$ cat config.mk
export PLATFORM = sky130hd
export DESIGN_NAME = mole_sequencer
export DESIGN_NICKNAME = d
export VERILOG_FILES = /design/src/rtl/mole_sequencer.sv
export SDC_FILE = /design/constraint.sdc
export NUM_CORES = 1
export LEC_CHECK = 0
export CORE_ASPECT_RATIO = 0.6
export CORE_MARGIN = 1.5
export CORE_UTILIZATION = 40
export CTS_CLUSTER_DIAMETER = 150
export DETAILED_ROUTE_END_ITERATION = 7
export GPL_TIMING_DRIVEN = 0
export HOLD_SLACK_MARGIN = 0.03
export MAX_ROUTING_LAYER = met4
export PLACE_DENSITY = 0.61
export SYNTH_ARGS = -nofsm -noshare
export SYNTH_HDL_FRONTEND = slang
export SYNTH_SLANG_ARGS = --single-unit
$ cat constraint.sdc
create_clock -name clk -period 6.9 [get_ports clk]
set_input_delay 1.035 -clock clk [delete_from_list [all_inputs] [get_ports clk]]
set_output_delay 1.035 -clock clk [all_outputs]
set_load 0.01 [all_outputs]
$ cat src/rtl/mole_sequencer.sv
// mole_sequencer: whack-a-mole game sequencer.
// Picks pseudo-random mole positions, times the POP window and the HIT/MISS
// display in tick pulses, and keeps the score and miss tallies for a game of
// ROUNDS rounds.
// Optional feature: define MOLE_SPEEDUP_EN to shorten the POP window by one
// tick per ten points scored (minimum window of 2 ticks).
//
// state  | meaning
// S_IDLE | after reset, waiting for a start edge
// S_PICK | drawing LFSR candidates until a new position in 1..10 comes up
// S_POP  | mole shown, waiting for its button or for the window to expire
// S_HIT  | hit display for HIT_TICKS ticks
// S_MISS | miss display for HIT_TICKS ticks
// S_OVER | all rounds played, done high, waiting for a start edge
module mole_sequencer #(
  parameter int POP_TICKS = 8,
  parameter int HIT_TICKS = 3,
  parameter int ROUNDS    = 20
) (
  input  logic       clk,
  input  logic       rst_n,
  input  logic       tick,
  input  logic       start,
  input  logic [9:0] btn,
  output logic [5:0] Q,
  output logic [1:0] state,
  output logic [6:0] score,
  output logic [6:0] miss_cnt,
  output logic       done
);

  typedef enum logic [2:0] {
    S_IDLE, S_PICK, S_POP, S_HIT, S_MISS, S_OVER
  } fsm_t;

  fsm_t       fsm, fsm_next;
  logic [7:0] lfsr;
  logic       start_q;
  logic [9:0] btn_q;
  logic [3:0] last_pos, last_next;
  logic [4:0] round, round_next;
  logic [7:0] tick_cnt, cnt_next;
  logic [7:0] window_r, win_next, win_calc;
  logic [5:0] q_next;
  logic [1:0] state_next;
  logic [6:0] score_next, miss_next;
  logic       done_next;

  logic       start_edge;
  logic [9:0] btn_edge;
  logic [9:0] pos_mask;
  logic       hit_edge;
  logic [3:0] cand;
  logic       cand_ok;
  logic [4:0] round_inc;
  logic [6:0] score_inc;
  logic [6:0] miss_inc;

  assign start_edge = start & ~start_q;
  assign btn_edge   = btn & ~btn_q;
  // Q of 0 gives a shift of 15, so no button matches outside a round.
  assign pos_mask   = 10'd1 << (Q[3:0] - 4'd1);
  assign hit_edge   = |(btn_edge & pos_mask);
  assign cand       = lfsr[3:0];
  assign cand_ok    = (cand >= 4'd1) && (cand <= 4'd10) && (cand != last_pos);
  assign round_inc  = round + 5'd1;
  assign score_inc  = (score == 7'd99) ? score : score + 7'd1;
  assign miss_inc   = (miss_cnt == 7'd99) ? miss_cnt : miss_cnt + 7'd1;

`ifdef MOLE_SPEEDUP_EN
  // Window shrinks by score/10 ticks, floored at 2; sampled when the mole pops.
  assign win_calc = (8'(POP_TICKS) > ({1'b0, score / 7'd10} + 8'd1))
                    ? 8'(POP_TICKS) - {1'b0, score / 7'd10}
                    : 8'd2;
`else
  assign win_calc = 8'(POP_TICKS);
`endif

  // Next-state, next-output and counter logic.
  always_comb begin
    fsm_next   = fsm;
    q_next     = Q;
    score_next = score;
    miss_next  = miss_cnt;
    round_next = round;
    done_next  = done;
    last_next  = last_pos;
    win_next   = window_r;
    cnt_next   = tick ? tick_cnt + 8'd1 : tick_cnt;
    case (fsm)
      S_IDLE, S_OVER: begin
        if (start_edge) begin
          fsm_next   = S_PICK;
          score_next = 7'd0;
          miss_next  = 7'd0;
          round_next = 5'd0;
          done_next  = 1'b0;
          q_next     = 6'd0;
        end
      end
      S_PICK: begin
        if (cand_ok) begin
          fsm_next  = S_POP;
          q_next    = {2'b00, cand};
          last_next = cand;
          win_next  = win_calc;
        end
      end
      S_POP: begin
        // A hit in the same cycle as the final tick still counts as a hit.
        if (hit_edge) begin
          fsm_next   = S_HIT;
          score_next = score_inc;
        end else if (tick && (tick_cnt == window_r - 8'd1)) begin
          fsm_next  = S_MISS;
          miss_next = miss_inc;
        end
      end
      S_HIT, S_MISS: begin
        if (tick && (tick_cnt == 8'(HIT_TICKS - 1))) begin
          round_next = round_inc;
          q_next     = 6'd0;
          if (round_inc == 5'(ROUNDS)) begin
            fsm_next  = S_OVER;
            done_next = 1'b1;
          end else begin
            fsm_next = S_PICK;
          end
        end
      end
      default: begin
        fsm_next = S_IDLE;
        q_next   = 6'd0;
      end
    endcase
    if (fsm_next != fsm) cnt_next = 8'd0;
    case (fsm_next)
      S_POP:   state_next = 2'b01;
      S_HIT:   state_next = 2'b10;
      S_MISS:  state_next = 2'b11;
      default: state_next = 2'b00;
    endcase
  end

  // State, LFSR, edge history and registered outputs.
  always_ff @(posedge clk or negedge rst_n) begin
    if (!rst_n) begin
      fsm      <= S_IDLE;
      lfsr     <= 8'hA5;
      start_q  <= 1'b0;
      btn_q    <= 10'd0;
      last_pos <= 4'd0;
      round    <= 5'd0;
      tick_cnt <= 8'd0;
      window_r <= 8'(POP_TICKS);
      Q        <= 6'd0;
      state    <= 2'b00;
      score    <= 7'd0;
      miss_cnt <= 7'd0;
      done     <= 1'b0;
    end else begin
      fsm      <= fsm_next;
      lfsr     <= {lfsr[6:0], lfsr[7] ^ lfsr[5] ^ lfsr[4] ^ lfsr[3]};
      start_q  <= start;
      btn_q    <= btn;
      last_pos <= last_next;
      round    <= round_next;
      tick_cnt <= cnt_next;
      window_r <= win_next;
      Q        <= q_next;
      state    <= state_next;
      score    <= score_next;
      miss_cnt <= miss_next;
      done     <= done_next;
    end
  end

endmodule
# Yosys cells after proc, flatten, opt, wreduce, memory -nomap -nowiden
# Index checks and enable logic that the tools add are counted.
# totals
in_bits,14
wordCells,99
out_inout_bits,23
regBits,62
# op_classes
n_reduce_logical,17
n_shift,1
add_sub_neg,5
n_mux,29
order_cmp,2
n_bitwise,9
eq_ne,24
# ops
operator,n
$mux 7,6
$pmux 7 s2,2
$pmux 6 s4,1
$and 10x10->10,2
$mux 3,6
$mux 6,3
$ne 2x2->1 const B,9
$mux 8,2
$add 7x1->7 const B,2
$eq 7x7->1 const B,2
$eq 3x2->1 const B,4
$pmux 3 s4,1
$reduce_and 4->1,3
$mux 5,2
$not 10->10,1
$pmux 5 s2,1
$reduce_or 10->1,1
$shl 1x4->10 const A,1
$eq 3x3->1 const B,3
$add 8x1->8 const B,1
$eq 8x2->1 const B,1
$eq 8x3->1 const B,1
$pmux 2 s3,1
$reduce_bool 2->1,3
19 further kinds,28

# Depth between registers and ports, before layout
# logic_depth
depth_word,8
depth_mapped,8
mapped_depth_nobuf,8

# Least setup slack after synthesis
# Ideal clock, no wire load.
# synth_path
path_type,input -> register
start,in tick
end,reg tick_cnt[0]
path_slack_ps,4230
path_buffers,1
path_stages,7
t_arrival_ps,2546
setup_time_ps,124
path_cell_list,clkbuf_1 nand3b_1 or4_4 nand2_1 a2bb2oi_1 a21o_1 nor2_1
# synth_between
elab_chain_len,6
elab_cells_between_ends,9
classes_between,eq/ne: 1; mux: 5; reduce/logical: 3
# synth_rtl
element,line,rtl
"start, declared",22,"input logic tick,"
$logic_and 1x1->1,114,end else if (tick && (tick_cnt == window_r - 8'd1)) begin
$mux 3,114,
$mux 3,111,if (hit_edge) begin
$pmux 3 s4,90,case (fsm)
$ne 3x3->1,136,if (fsm_next != fsm) cnt_next = 8'd0;
$mux 8 / $reduce_bool 2->1 (equally long branches),n/a,
"end signal, assigned",168,tick_cnt <= cnt_next;
"end, declared",42,"logic [7:0] tick_cnt, cnt_next;"
# Several ways; a longest one is shown, not always the timed one.
# A chain may end at the register's enable or synchronous reset.

# Final worst setup path
# layout_path
start,in btn[9]
end,reg score[0]
# layout_between
elab_chain_len,5
# layout_rtl
element,line,rtl
"start, declared",24,"input logic [9:0] btn,"
$and 10x10->10,60,assign btn_edge = btn & ~btn_q;
$and 10x10->10,63,assign hit_edge = |(btn_edge & pos_mask);
$reduce_or 10->1,63,
$ne 2x2->1 (no source line),n/a,
$reduce_and 4->1 (no source line),n/a,
"end signal, assigned",172,score <= score_next;
"end, declared",27,"output logic [6:0] score,"
# Every way passes these cells.

==> reports/qor.txt <==
Die Wd: 117 µm
final hold vios: 0
worst hold slack: 346 ps
Initial Util: 42.1%
DR vias: 2403
Top FF cell, synth: dfrtp_1
# rows: 24
Reg clk slew, reported paths: 50 ps
static leakage: 1.63 nW
Post-synth EDFFs: 0
largest cells by area after synthesis: dfrtp_1 45%, dfstp_2 3.4%, xor2_1 3.4%, a21oi_1 2.6%, nand3_1 2.2%
Finished Layout Cells: 446
Slowest-stage cell, CP: a2111oi_2
Ys Warns: 0
FMAX: 327 MHz
routed length on met2: 2580 µm
mapped cell area: 3120 µm²
crit path capture type: flip-flop
remaining antenna violation count: 0
final setup vio count: 0
Core ar.: 7420 µm²
Crit path largest cell delay: 610 ps
Setup Skew: 7.45 ps
layout cells sized above 1: 14.0%
setup TNS: 0 ps
RSZ-0062 raised after global routing: no
Die Span Y: 71.4 µm
CTS Sinks: 60
Post-CTS Setup Bufs: 0
I/O pin total: 37
Post-synth ARST share: 100%
initial antenna violation count: 0
DP HPWL: 5110 µm
Port Buffers: 33
status: completed
die area: 8360 µm²
Reg area: 1510 µm²
TritonCTS clock tree: built
Worst Path Arrival: 3330 ps
total track usage: 19.4%
Rel. slew slack: 58.5%
crit start category: input pin
Seq cells post-synth: 60
multi-input logic area: 1510 µm²
Worst Hold Class: reg -> reg
highest routed layer: met4
Peak VDD IR: 0.219 mV
gpl congestion: 0.815
Synth top area share: 44.9%
Total Wirelength: 6940 µm
area grow syn2layout: 23.8%
crit path kind: in -> reg
root buf cell: clkbuf_16
insertion delay to the later sink of the worst-skew pair: 340 ps
total grt overflow: 0
antenna fix cells: 0
DRT Pass-1 Iters: 4
worst slew pin tran: 617 ps
Netlist cell types: 67
H-tree levels: 3
Tcrit/Tclk final: 44.3%
nets@finish: 356
Post-route DRC: 0
initial drt markers: 203
largest fanout on the critical path: 7
hold_buf cts: 0
Period minus WS final: 3060 ps
required time worst endpoint: 7170 ps
Top cell by count, worst path: nor3b_1
WL met1: 3780 µm
cell-by-cell listing of the critical path: clkdlybuf4s50_1 -> nor4bb_1 -> nor3b_1 -> a2111oi_2 -> nor2_1 -> nor3b_1 -> mux2_2
total CTS buffers: 9
# Max-Cap Violations: 0
number of global-route vias before repair: 2305
Via density: 5.39
first-pass GRT wire length: 11700 µm
leading area contributor after synthesis: dfrtp_1
Pwr per Cell Area: 288 nW/µm²
CTS-repair resized insts: 0
largest net degree at the start of global routing: 36
Cells after Synth: 291
met3 WL: 459 µm
Post-Syn Area per Cell: 10.7 µm²
post-synthesis sequential area ratio: 48.3%
Fill cells: 690
Final Max Slew Viols: 0
CTS max path bufs: 2
placed insts: 430
WL per Instance: 15.5 µm
## power by group
part	total, W	internal [W]	switching, W	leakage (nW)
combinational	0.000249	0.000122	0.000127	0.725
clock	0.000398	0.000251	0.000147	0.131
sequential	0.000464	0.000406	0.0000580	0.771
## flip-flops by register name, indices dropped and copies added, names as in the netlist, 3 cells and up
signal	flops
Q	4
btn_q	10
fsm	3
last_pos	4
lfsr	8
miss_cnt	7
round	5
score	7
tick_cnt	8
## synth_stat cells (6+ instances only)
library cell  count
o21ai_0           8
xnor2_1           7
a21oi_1          16
nand3_1          14
dfrtp_1          56
clkbuf_1          7
nor3_1            6
nand2_1          18
nor2_1           18
xor2_1           12
inv_1             9
## worst paths after layout
kind                                        start                      end  slack [ps]  cells after the start
worst max-delay path                       btn[9]     score[0]$_DFFE_PN0P_        3840                      7
worst min-delay path            lfsr[6]$_DFF_PN0_        lfsr[7]$_DFF_PN1_         350                      0
worst max register to register   fsm[0]$_DFF_PN0_  tick_cnt[1]$_DFFE_PN0P_        4450                      7
worst min register to register  lfsr[6]$_DFF_PN0_        lfsr[7]$_DFF_PN1_         350                      0
max in group asynchronous                   rst_n     score[3]$_DFFE_PN0P_        5590                      2
min in group asynchronous                   rst_n       btn_q[1]$_DFF_PN0_         710                      1
## metrics by stage
step | util, % | cell area [µm²] | setup slack (ps) | total power [W]
final | 52.1 | 3860 | 3840 | 0.00111
after global routing | 52.1 | 3860 | 3550 | 0.00118
after CTS | 52.1 | 3860 | 3820 | 0.00112
after detailed placement | 48.5 | 3600 | 3460 | 0.000718
after global placement | 48.3 | 3590 | 2810 | 0.000711
after floorplan | - | 3130 | 4230 | 0.000616
## layer usage
layer | GRT usage [%] | vias up
met2 | 23.3 | 63
met1 | 29.1 | 1147
met4 | 7.23 | 0
li1 | - | 1181
met3 | 6.94 | 12
met5 | - | -
## logic make-up after synthesis
logic type,synth area share [%]
mux,1.76
simple gates,22.4
buf+inv,3.53
fa+ha+maj,2.00
xor+xnor,5.33
other cells,0.120
flops,48.3
compound gates,16.6
## final cells by class
| class | instances | area share, % |
|---|---|---|
| inverters | 9 | 0.874 |
| plain buffers | 13 | 1.97 |
| well taps | 104 | 3.37 |
| flip-flops and latches | 60 | 39.0 |
| repair buffers | 34 | 8.93 |
| multi-input cells | 210 | 39.0 |
| clock inverters | 2 | 0.259 |
| clock buffers | 14 | 6.57 |
## critical path: cells and delay by family
kind	cells	cell delay [ps]
buffers and inverters	1	480
AO/OA/AOI/OAI	1	610
multiplexers	1	190
AND/OR/NAND/NOR	4	1010
## layout by cell type, fill, tap and decap left out, types with 4 or more instances in the layout
cell type	instances
ha_1	5
nand2b_1	5
mux2_2	4
nand2_1	18
or4_1	4
xnor2_1	7
inv_1	9
clkdlybuf4s50_1	32
o21ai_0	8
o31ai_1	5
a21o_1	5
a32o_1	4
dfrtp_1	56
xor2_1	12
a21oi_1	16
clkbuf_16	9
nor2_1	18
dfstp_2	4
or3_1	4
nor3b_1	5
nand3_1	14
nor3_1	6
clkbuf_1	11
Note: power is estimated with default switching activity, not from simulation.
